## src/rtl/fetch_unit.sv

```systemverilog
// Instruction fetch stage: one outstanding imem read per PC, PC-tagged instruction FIFO toward decode.
// Optional misaligned-PC trap enabled by defining FETCH_MISALIGN_TRAP_EN.
module fetch_unit #(
    parameter int DEPTH            = 2,
    parameter bit RESET_ADDR_CHECK = 1'b0
) (
    input  logic        clock,
    input  logic        reset,
    input  logic [31:0] pc_in,
    output logic        pc_advance,
    input  logic        flush,
    output logic        imem_req_valid,
    output logic [31:0] imem_req_addr,
    input  logic        imem_req_ready,
    input  logic        imem_resp_valid,
    input  logic [31:0] imem_resp_data,
    output logic        inst_valid,
    output logic [31:0] inst_data,
    output logic [31:0] inst_pc,
    input  logic        inst_ready,
    output logic        fetch_fault
);

    localparam int          PW   = $clog2(DEPTH);
    localparam logic [PW:0] FULL = (PW+1)'(DEPTH);

    typedef enum logic [1:0] {IDLE, REQ, WAIT, DRAIN} state_t;

    state_t         r_state;
    state_t         w_state_nxt;
    logic [31:0]    r_req_pc;
    logic [31:0]    r_buf_data [DEPTH];
    logic [31:0]    r_buf_pc   [DEPTH];
    logic [PW-1:0]  r_rd_ptr;
    logic [PW-1:0]  r_wr_ptr;
    logic [PW:0]    r_count;
    logic           r_inst_valid;
    logic [31:0]    r_inst_data;
    logic [31:0]    r_inst_pc;

    logic           w_flush;
    logic           w_misalign;
    logic           w_req_valid;
    logic           w_handshake;
    logic           w_push;
    logic           w_pop;
    logic [PW:0]    w_count_after_pop;
    logic [PW-1:0]  w_rd_nxt;

    always_comb begin
        // A redirect seen while IDLE is ignored; IDLE only lasts the cycle after reset.
        w_flush     = flush && (r_state != IDLE) && !reset;
`ifdef FETCH_MISALIGN_TRAP_EN
        w_misalign  = (pc_in[1:0] != 2'b00);
`else
        w_misalign  = 1'b0;
`endif
        w_req_valid = (r_state == REQ) && (r_count < FULL) && !w_flush && !w_misalign && !reset;
        w_handshake = w_req_valid && imem_req_ready;
        w_push      = (r_state == WAIT) && imem_resp_valid && !w_flush;
        w_pop       = r_inst_valid && inst_ready && !w_flush;

        w_count_after_pop = r_count - (PW+1)'(w_pop);
        w_rd_nxt          = r_rd_ptr + PW'(w_pop);

        w_state_nxt = r_state;
        case (r_state)
            IDLE:    w_state_nxt = REQ;
            REQ:     if (w_handshake) w_state_nxt = WAIT;
            WAIT: begin
                if (imem_resp_valid)  w_state_nxt = REQ;
                else if (w_flush)     w_state_nxt = DRAIN;
            end
            DRAIN:   if (imem_resp_valid) w_state_nxt = REQ;
            default: w_state_nxt = IDLE;
        endcase
    end

    assign pc_advance     = w_handshake | w_flush;
    assign imem_req_valid = w_req_valid;
    assign imem_req_addr  = ((r_state == REQ) && !reset) ? pc_in : 32'd0;
    assign inst_valid     = r_inst_valid;
    assign inst_data      = r_inst_data;
    assign inst_pc        = r_inst_pc;

    always_ff @(posedge clock) begin
        if (w_push) begin
            r_buf_data[r_wr_ptr] <= imem_resp_data;
            r_buf_pc[r_wr_ptr]   <= r_req_pc;
        end
    end

    always_ff @(posedge clock) begin
        if (reset) begin
            r_state      <= IDLE;
            r_req_pc     <= 32'd0;
            r_rd_ptr     <= '0;
            r_wr_ptr     <= '0;
            r_count      <= '0;
            r_inst_valid <= 1'b0;
            r_inst_data  <= 32'd0;
            r_inst_pc    <= 32'd0;
        end else begin
            r_state <= w_state_nxt;
            if (w_handshake)
                r_req_pc <= pc_in;
            if (w_flush) begin
                r_rd_ptr     <= '0;
                r_wr_ptr     <= '0;
                r_count      <= '0;
                r_inst_valid <= 1'b0;
            end else begin
                if (w_push)
                    r_wr_ptr <= r_wr_ptr + PW'(1);
                r_rd_ptr <= w_rd_nxt;
                r_count  <= w_count_after_pop + (PW+1)'(w_push);
                // Head register: next stored entry, or the incoming word when the buffer would otherwise be empty.
                if (w_count_after_pop != '0) begin
                    r_inst_valid <= 1'b1;
                    r_inst_data  <= r_buf_data[w_rd_nxt];
                    r_inst_pc    <= r_buf_pc[w_rd_nxt];
                end else if (w_push) begin
                    r_inst_valid <= 1'b1;
                    r_inst_data  <= imem_resp_data;
                    r_inst_pc    <= r_req_pc;
                end else begin
                    r_inst_valid <= 1'b0;
                end
            end
        end
    end

`ifdef FETCH_MISALIGN_TRAP_EN
    logic r_fault;
    logic w_fault_set;

    assign w_fault_set = (r_state == REQ) && w_misalign && !w_flush && !reset;

    always_ff @(posedge clock) begin
        if (reset)
            r_fault <= 1'b0;
        else if (w_flush)
            r_fault <= 1'b0;
        else if (w_fault_set)
            r_fault <= 1'b1;
    end

    assign fetch_fault = r_fault | w_fault_set;
`else
    assign fetch_fault = 1'b0;
`endif

    generate
        if (RESET_ADDR_CHECK) begin : g_reset_addr_check
            logic r_first;
            always_ff @(posedge clock) begin
                if (reset)
                    r_first <= 1'b1;
                else if (r_inst_valid)
                    r_first <= 1'b0;
                if (!reset && r_first && r_inst_valid)
                    assert (r_inst_pc == 32'd0);
            end
        end
    endgenerate

endmodule

```

## config.mk

```make
export PLATFORM = sky130hd
export DESIGN_NAME = fetch_unit
export DESIGN_NICKNAME = d
export VERILOG_FILES = /design/src/rtl/fetch_unit.sv
export SDC_FILE = /design/constraint.sdc
export NUM_CORES = 1
export LEC_CHECK = 0
export BUFFER_PORTS_ARGS = -buffer_cell sky130_fd_sc_hd__buf_2
export CORE_AREA = 2 2 140 142
export CTS_CLUSTER_DIAMETER = 80
export DETAILED_ROUTE_END_ITERATION = 10
export DIE_AREA = 0 0 142 144
export GPL_TIMING_DRIVEN = 0
export PLACE_DENSITY = 0.76
export SLEW_MARGIN = 20
export SYNTH_ARGS = -nofsm -noshare
export SYNTH_HDL_FRONTEND = slang
export SYNTH_SLANG_ARGS = --single-unit
```

## constraint.sdc

```tcl
create_clock -name clock -period 5.6 [get_ports clock]
set_input_delay 1.12 -clock clock [delete_from_list [all_inputs] [get_ports clock]]
set_output_delay 1.12 -clock clock [all_outputs]
set_load 0.05 [all_outputs]
```

### After elaboration in Yosys (flattened, before gate mapping)

Memory sizes are Yosys's and may differ from the RTL's.
Index checks and enable logic that the tools add are counted.

| operators by class | value |
|---|---|
| add/sub/neg operators | 4 |
| $lt $le $gt $ge | 1 |
| eq/ne operators | 6 |
| multiplexer cells | 13 |
| bitwise operators | 2 |
| reductions and logical operators | 20 |

Operators with widths:

| cell | count |
|---|---|
| $mux 32 | 5 |
| $logic_and 1x1->1 | 11 |
| $mux 2 | 4 |
| $pmux 2 s4 | 1 |
| $reduce_bool 2->1 | 3 |
| $eq 2x2->1 const B | 2 |
| $ne 2x2->1 const B | 2 |
| $mux 1 | 3 |
| $ne 3x3->1 const B | 1 |
| $reduce_and 3->1 | 1 |
| $add 2x1->2 | 1 |
| $eq 2x1->1 const B | 1 |
| $logic_not 1->1 | 2 |
| $logic_not 2->1 | 1 |
| $lt 2x2->1 const B | 1 |
| $reduce_and 2->1 | 1 |
| $reduce_or 2->1 | 1 |
| $sub 2x1->2 | 1 |
| $add 1x1->1 | 1 |
| $add 1x1->1 const B | 1 |
| $not 1->1 | 1 |
| $or 1x1->1 | 1 |

| storage, ports and cells | value |
|---|---|
| register bits after elaboration | 103 |
| bits in writable memories | 128 |
| input bits | 70 |
| logic and storage cells | 56 |
| memories | 2 |

Memories:

| name | words | width | read ports | clocked after memory_dff | write ports | RTL line | text |
|---|---|---|---|---|---|---|---|
| r_buf_data | 2 | 32 | 1 | 0 | 1 | 32 | `logic [31:0] r_buf_data [DEPTH];` |
| r_buf_pc | 2 | 32 | 1 | 0 | 1 | 33 | `logic [31:0] r_buf_pc [DEPTH];` |

### Logic depth before layout (Yosys ltp)

| logic depth | value |
|---|---|
| word-level depth | 9 |
| gate-level depth with buffers | 12 |
| mapped depth without buffers | 9 |

### Worst setup path before layout

No wires, ideal clock.

| path | value |
|---|---|
| kind | input -> register |
| start point | input port flush |
| end point | memory r_buf_data[0][0], enable pin |
| arrival | 4502 ps |
| data required time | 5113 ps |
| path slack | 611 ps |
| cell stages on the path | 6 |
| buffers on the path | 3 |
| path through | or3b_1 buf_2 nand3_2 buf_6 buf_6 nor2_1 |

| on the way | value |
|---|---|
| longest elaborated chain between the ends | 6 |

RTL lines:

| what | RTL line | text |
|---|---|---|
| from (decl) | 11 | `input logic flush,` |
| $logic_and 1x1->1 (2 in a row) | 52 | `w_flush = flush && (r_state != IDLE) && !reset;` |
| $logic_not 1->1 | 60 | `w_push = (r_state == WAIT) && imem_resp_valid && !w_flush;` |
| $logic_and 1x1->1 | 60 |  |
| $mux 1 | 87 | `if (w_push) begin` |
| $mux 1 (implied by the code) | 88 | `r_buf_data[r_wr_ptr] <= imem_resp_data;` |
| to (decl) | 32 |  |

No other way between the ends.

### Worst setup path after layout

| path | value |
|---|---|
| start point | register r_state[1] |
| end point | output port pc_advance |

| on the way | value |
|---|---|
| longest elaborated chain between the ends | 8 |
| elaborated cells between the ends (all ways) | 10 |
| classes of those cells | 1 x eq/ne; 1 x bitwise; 8 x reduce/logical |

RTL lines:

| what | RTL line | text |
|---|---|---|
| from (decl) | 29 | `state_t r_state;` |
| from (signal assigned) | 104 | `r_state <= w_state_nxt;` |
| $reduce_bool 2->1 | 52 |  |
| $logic_and 1x1->1 (2 in a row) | 52 |  |
| $logic_not 1->1 | 58 | `w_req_valid = (r_state == REQ) && (r_count < FULL) && !w_flush && !w_misalign && !reset;` |
| $logic_and 1x1->1 (2 in a row) | 58 |  |
| $logic_and 1x1->1 | 59 | `w_handshake = w_req_valid && imem_req_ready;` |
| $or 1x1->1 * | 79 | `assign pc_advance = w_handshake \| w_flush;` |
| to (decl) | 10 | `output logic pc_advance,` |

Every way passes the cells marked *; elsewhere a longest branch is shown, timed or not.

==> results.cfg <==
[run_status]
outcome = complete, no violations

[clocking]
cts_setup_buffers = 0
htreeDepth = 1
cts_root_buffer = clkbuf_16
clock_path_buffers = 3
clock-sinks = 231
clk_latency_ps = 510
cts_buffers = 23
ctsResizeCount = 0
clk_pin_slew_ps = 70
hold_buffers = 0
cts_tree = done

[placed_design]
place_area_mm2 = 0.01040
post-place-ws_ps = 1661
gp_congestion = 0.8151
dp_hpwl_um = 15440
numPortBuffers = 168

[worst_setup_path]
timing.rr.end = inst_pc[15]
crit_path_end_kind = output pin
worstPathArrival_ps = 2840
cp.required_ps = 4480
crit_fanout = 10
r2r_cells = 12
r2r-start = r_state[0]
worstSetupPathType = reg -> out
critPathLaunchType = register
r2r_slack_ps = 2520

[floorplanning]
die_h_um = 144
dieArea_mm2 = 0.02045
num_rows = 51
start_util_pct = 47.58
die_x_um = 142
pin_count = 170
core_area_mm2 = 0.01908

[sta]
fin_skew_ps = 20.82
tightest_slew_ps = 663.6
report.final.slew_viol_count = 0
fin_crit_sh_pct = 70.71
setup_tns_ps = 0
setup_slack_ps = 1640
whs_ps = 441.4
maxSlewHeadroom_pct = 55.63
layout_min_cycle_time_ps = 3960
hold_viol = 0
setup_violations = 0
maxClockFrequency_mhz = 252.5
rsz0062_at_grt = false

[detailed_routing]
drt_wl_total_um = 23050
ant_nets = 0
drc = 0
drtIter0Drc = 492
dr_total_vias = 7003
dr.pass1.iters = 5
drt-wirelength-per-cell_um = 18.25
viasPerCell = 5.545

[final_layout]
ff_latch_area_mm2 = 0.005906
fin_area_mm2 = 0.01116
fin_nets = 1081
fill_cells = 1584
syn2layout_area_growth_pct = 22.96
multi_input_area_mm2 = 0.002748
drive_gt1_share_pct = 24.76

[logic_synthesis]
synth_cell_type_count = 39
netlist.area_leader.share_pct = 42.34
avgSynthCellArea_um2 = 11.26
syn_inst = 806
synth.top_cells.by_area = edfxtp_1 (42%), dfxtp_1 (23%), nand3_1 (7.1%)
synthesis.nets = 882
synth-warning-count = 0
syn-cell-area_mm2 = 0.009079
ys_seq_area_share_pct = 65.05
ys_ff_latch = 231
synth.largest_area_cell = edfxtp_1

[min_path]
worstHoldEndpoint = inst_data[10]
min_from = inst_data[10]
whs_path_depth = 2
hold_path.class = reg -> reg

[flow_run]
drv_cap = 0

[global_route]
grt_max_degree = 24
grtUsageTotal_pct = 22.61
antenna_found_initial = 3
grt_pass1_vias = 7046
grt_pass1_wl_um = 36350
overflow = 0

[pwr]
p_leak_nw = 4.195
powerDensity_mw_per_mm2 = 501.7
ir_drop_v = 0.0002917
==> power by group <==
part	switching [mW]	total, mW	internal, mW
Combinational	1.43	1.89	0.457
Sequential	0.131	2.17	2.03
Clock	0.618	1.54	0.926
Total	2.18	5.60	3.42
==> critical path, stage by stage, from the launching register on <==
cell	delay [ps]
dfxtp_1	380
inv_1	90
ha_1	240
and2b_1	340
nand4bb_1	170
clkbuf_1	370
clkbuf_1	410
nand2_1	100
buf_2	240
==> layout by cell type, fill, tap and decap left out, types with 2 or more instances in the layout <==
master / count
buf_2: 184
nand2_1: 131
nand3_1: 128
edfxtp_1: 128
dfxtp_1: 103
a32oi_1: 64
clkbuf_1: 43
o21ai_0: 42
a21oi_1: 33
and2_1: 32
o21ai_1: 24
clkbuf_16: 23
buf_4: 11
buf_6: 10
inv_1: 9
ha_1: 6
buf_16: 6
nor2_1: 5
diode_2: 3
xnor2_1: 3
bufinv_16: 3
clkinv_2: 3
nor2_4: 2
nor2b_1: 2
nand4bb_1: 2
clkbuf_8: 2
==> worst max-delay path by stage <==
stage,start,endpoint,slack (ps),cells past startpoint
6_report,r_state[1],pc_advance,1640,8
3_3_place_gp,flush,r_buf_data[1][0],-1420,7
4_1_cts,r_state[1],pc_advance,1640,8
5_1_grt,r_state[1],pc_advance,1450,8
3_5_place_dp,reset,pc_advance,1660,7
2_1_floorplan,flush,r_buf_data[0][0],610,6
==> state kept, by name, indices dropped and copies added (netlist names) <==
| register | cells |
|---|---|
| inst_data | 32 |
| inst_pc | 32 |
| inst_valid | 1 |
| r_buf_data | 64 |
| r_buf_pc | 64 |
| r_count | 2 |
| r_rd_ptr | 1 |
| r_req_pc | 32 |
| r_state | 2 |
| r_wr_ptr | 1 |
==> synthesized netlist by cell type <==
cell type	n
a21bo_2	1
a21oi_1	33
a31o_1	1
a31o_2	1
a32oi_1	64
and2_1	32
and2b_1	1
and3_1	1
buf_2	16
buf_4	11
buf_6	10
clkbuf_1	35
conb_1	1
dfxtp_1	103
edfxtp_1	128
ha_1	6
inv_1	9
mux2i_1	1
nand2_1	131
nand3_1	128
nand3_2	1
nand3b_1	1
nand4bb_1	2
nor2_1	7
nor2b_1	2
nor3b_1	1
nor3b_2	1
nor4bb_1	1
o211a_2	1
o211ai_2	1
o21a_1	1
o21ai_0	42
o21ai_1	24
o21ai_4	1
o2bb2ai_1	1
or2_0	1
or3b_1	1
xnor2_1	3
xor2_1	1
==> final cells by class <==
cell class,count,share of cell area [%]
Antenna cell,3,0.06725
Buffer,72,3.643
Clock buffer,33,5.671
Clock inverter,9,1.121
Inverter,9,0.3026
Multi-Input combinational cell,494,24.61
Sequential cell,231,52.90
Tap cell,238,2.668
Timing Repair Buffer,174,9.011
==> through the flow <==
step	std cells	power (mW)	utilization [%]
2_1_floorplan	806	3.557	-
3_3_place_gp	1212	4.047	53.55
3_5_place_dp	1218	4.085	54.50
4_1_cts	1260	5.623	58.47
5_1_grt	1261	5.846	58.48
6_report	1263	5.600	58.51
==> kinds of logic after synthesis <==
group                    after synthesis  share of synthesized area, %
buffers and inverters                 81                         4.851
other                                  1                       0.04131
AND/OR/NAND/NOR                      311                         16.19
flip-flops                           231                         65.05
adder cells (fa/ha/maj)                6                        0.8269
AO/OA/AOI/OAI                        171                         12.54
multiplexers                           1                        0.1103
XOR/XNOR                               4                        0.3860
==> layer usage <==
layer	share of wire, %	vias to the layer above	track usage (%)
met1	41	3309	29.24
met4	2.8	2	7.789
met5	0.035	-	0
met3	7.1	45	4.073
li1	-	3364	-
met2	50	283	38.57
No activity file was read; power rests on OpenSTA's default activity.
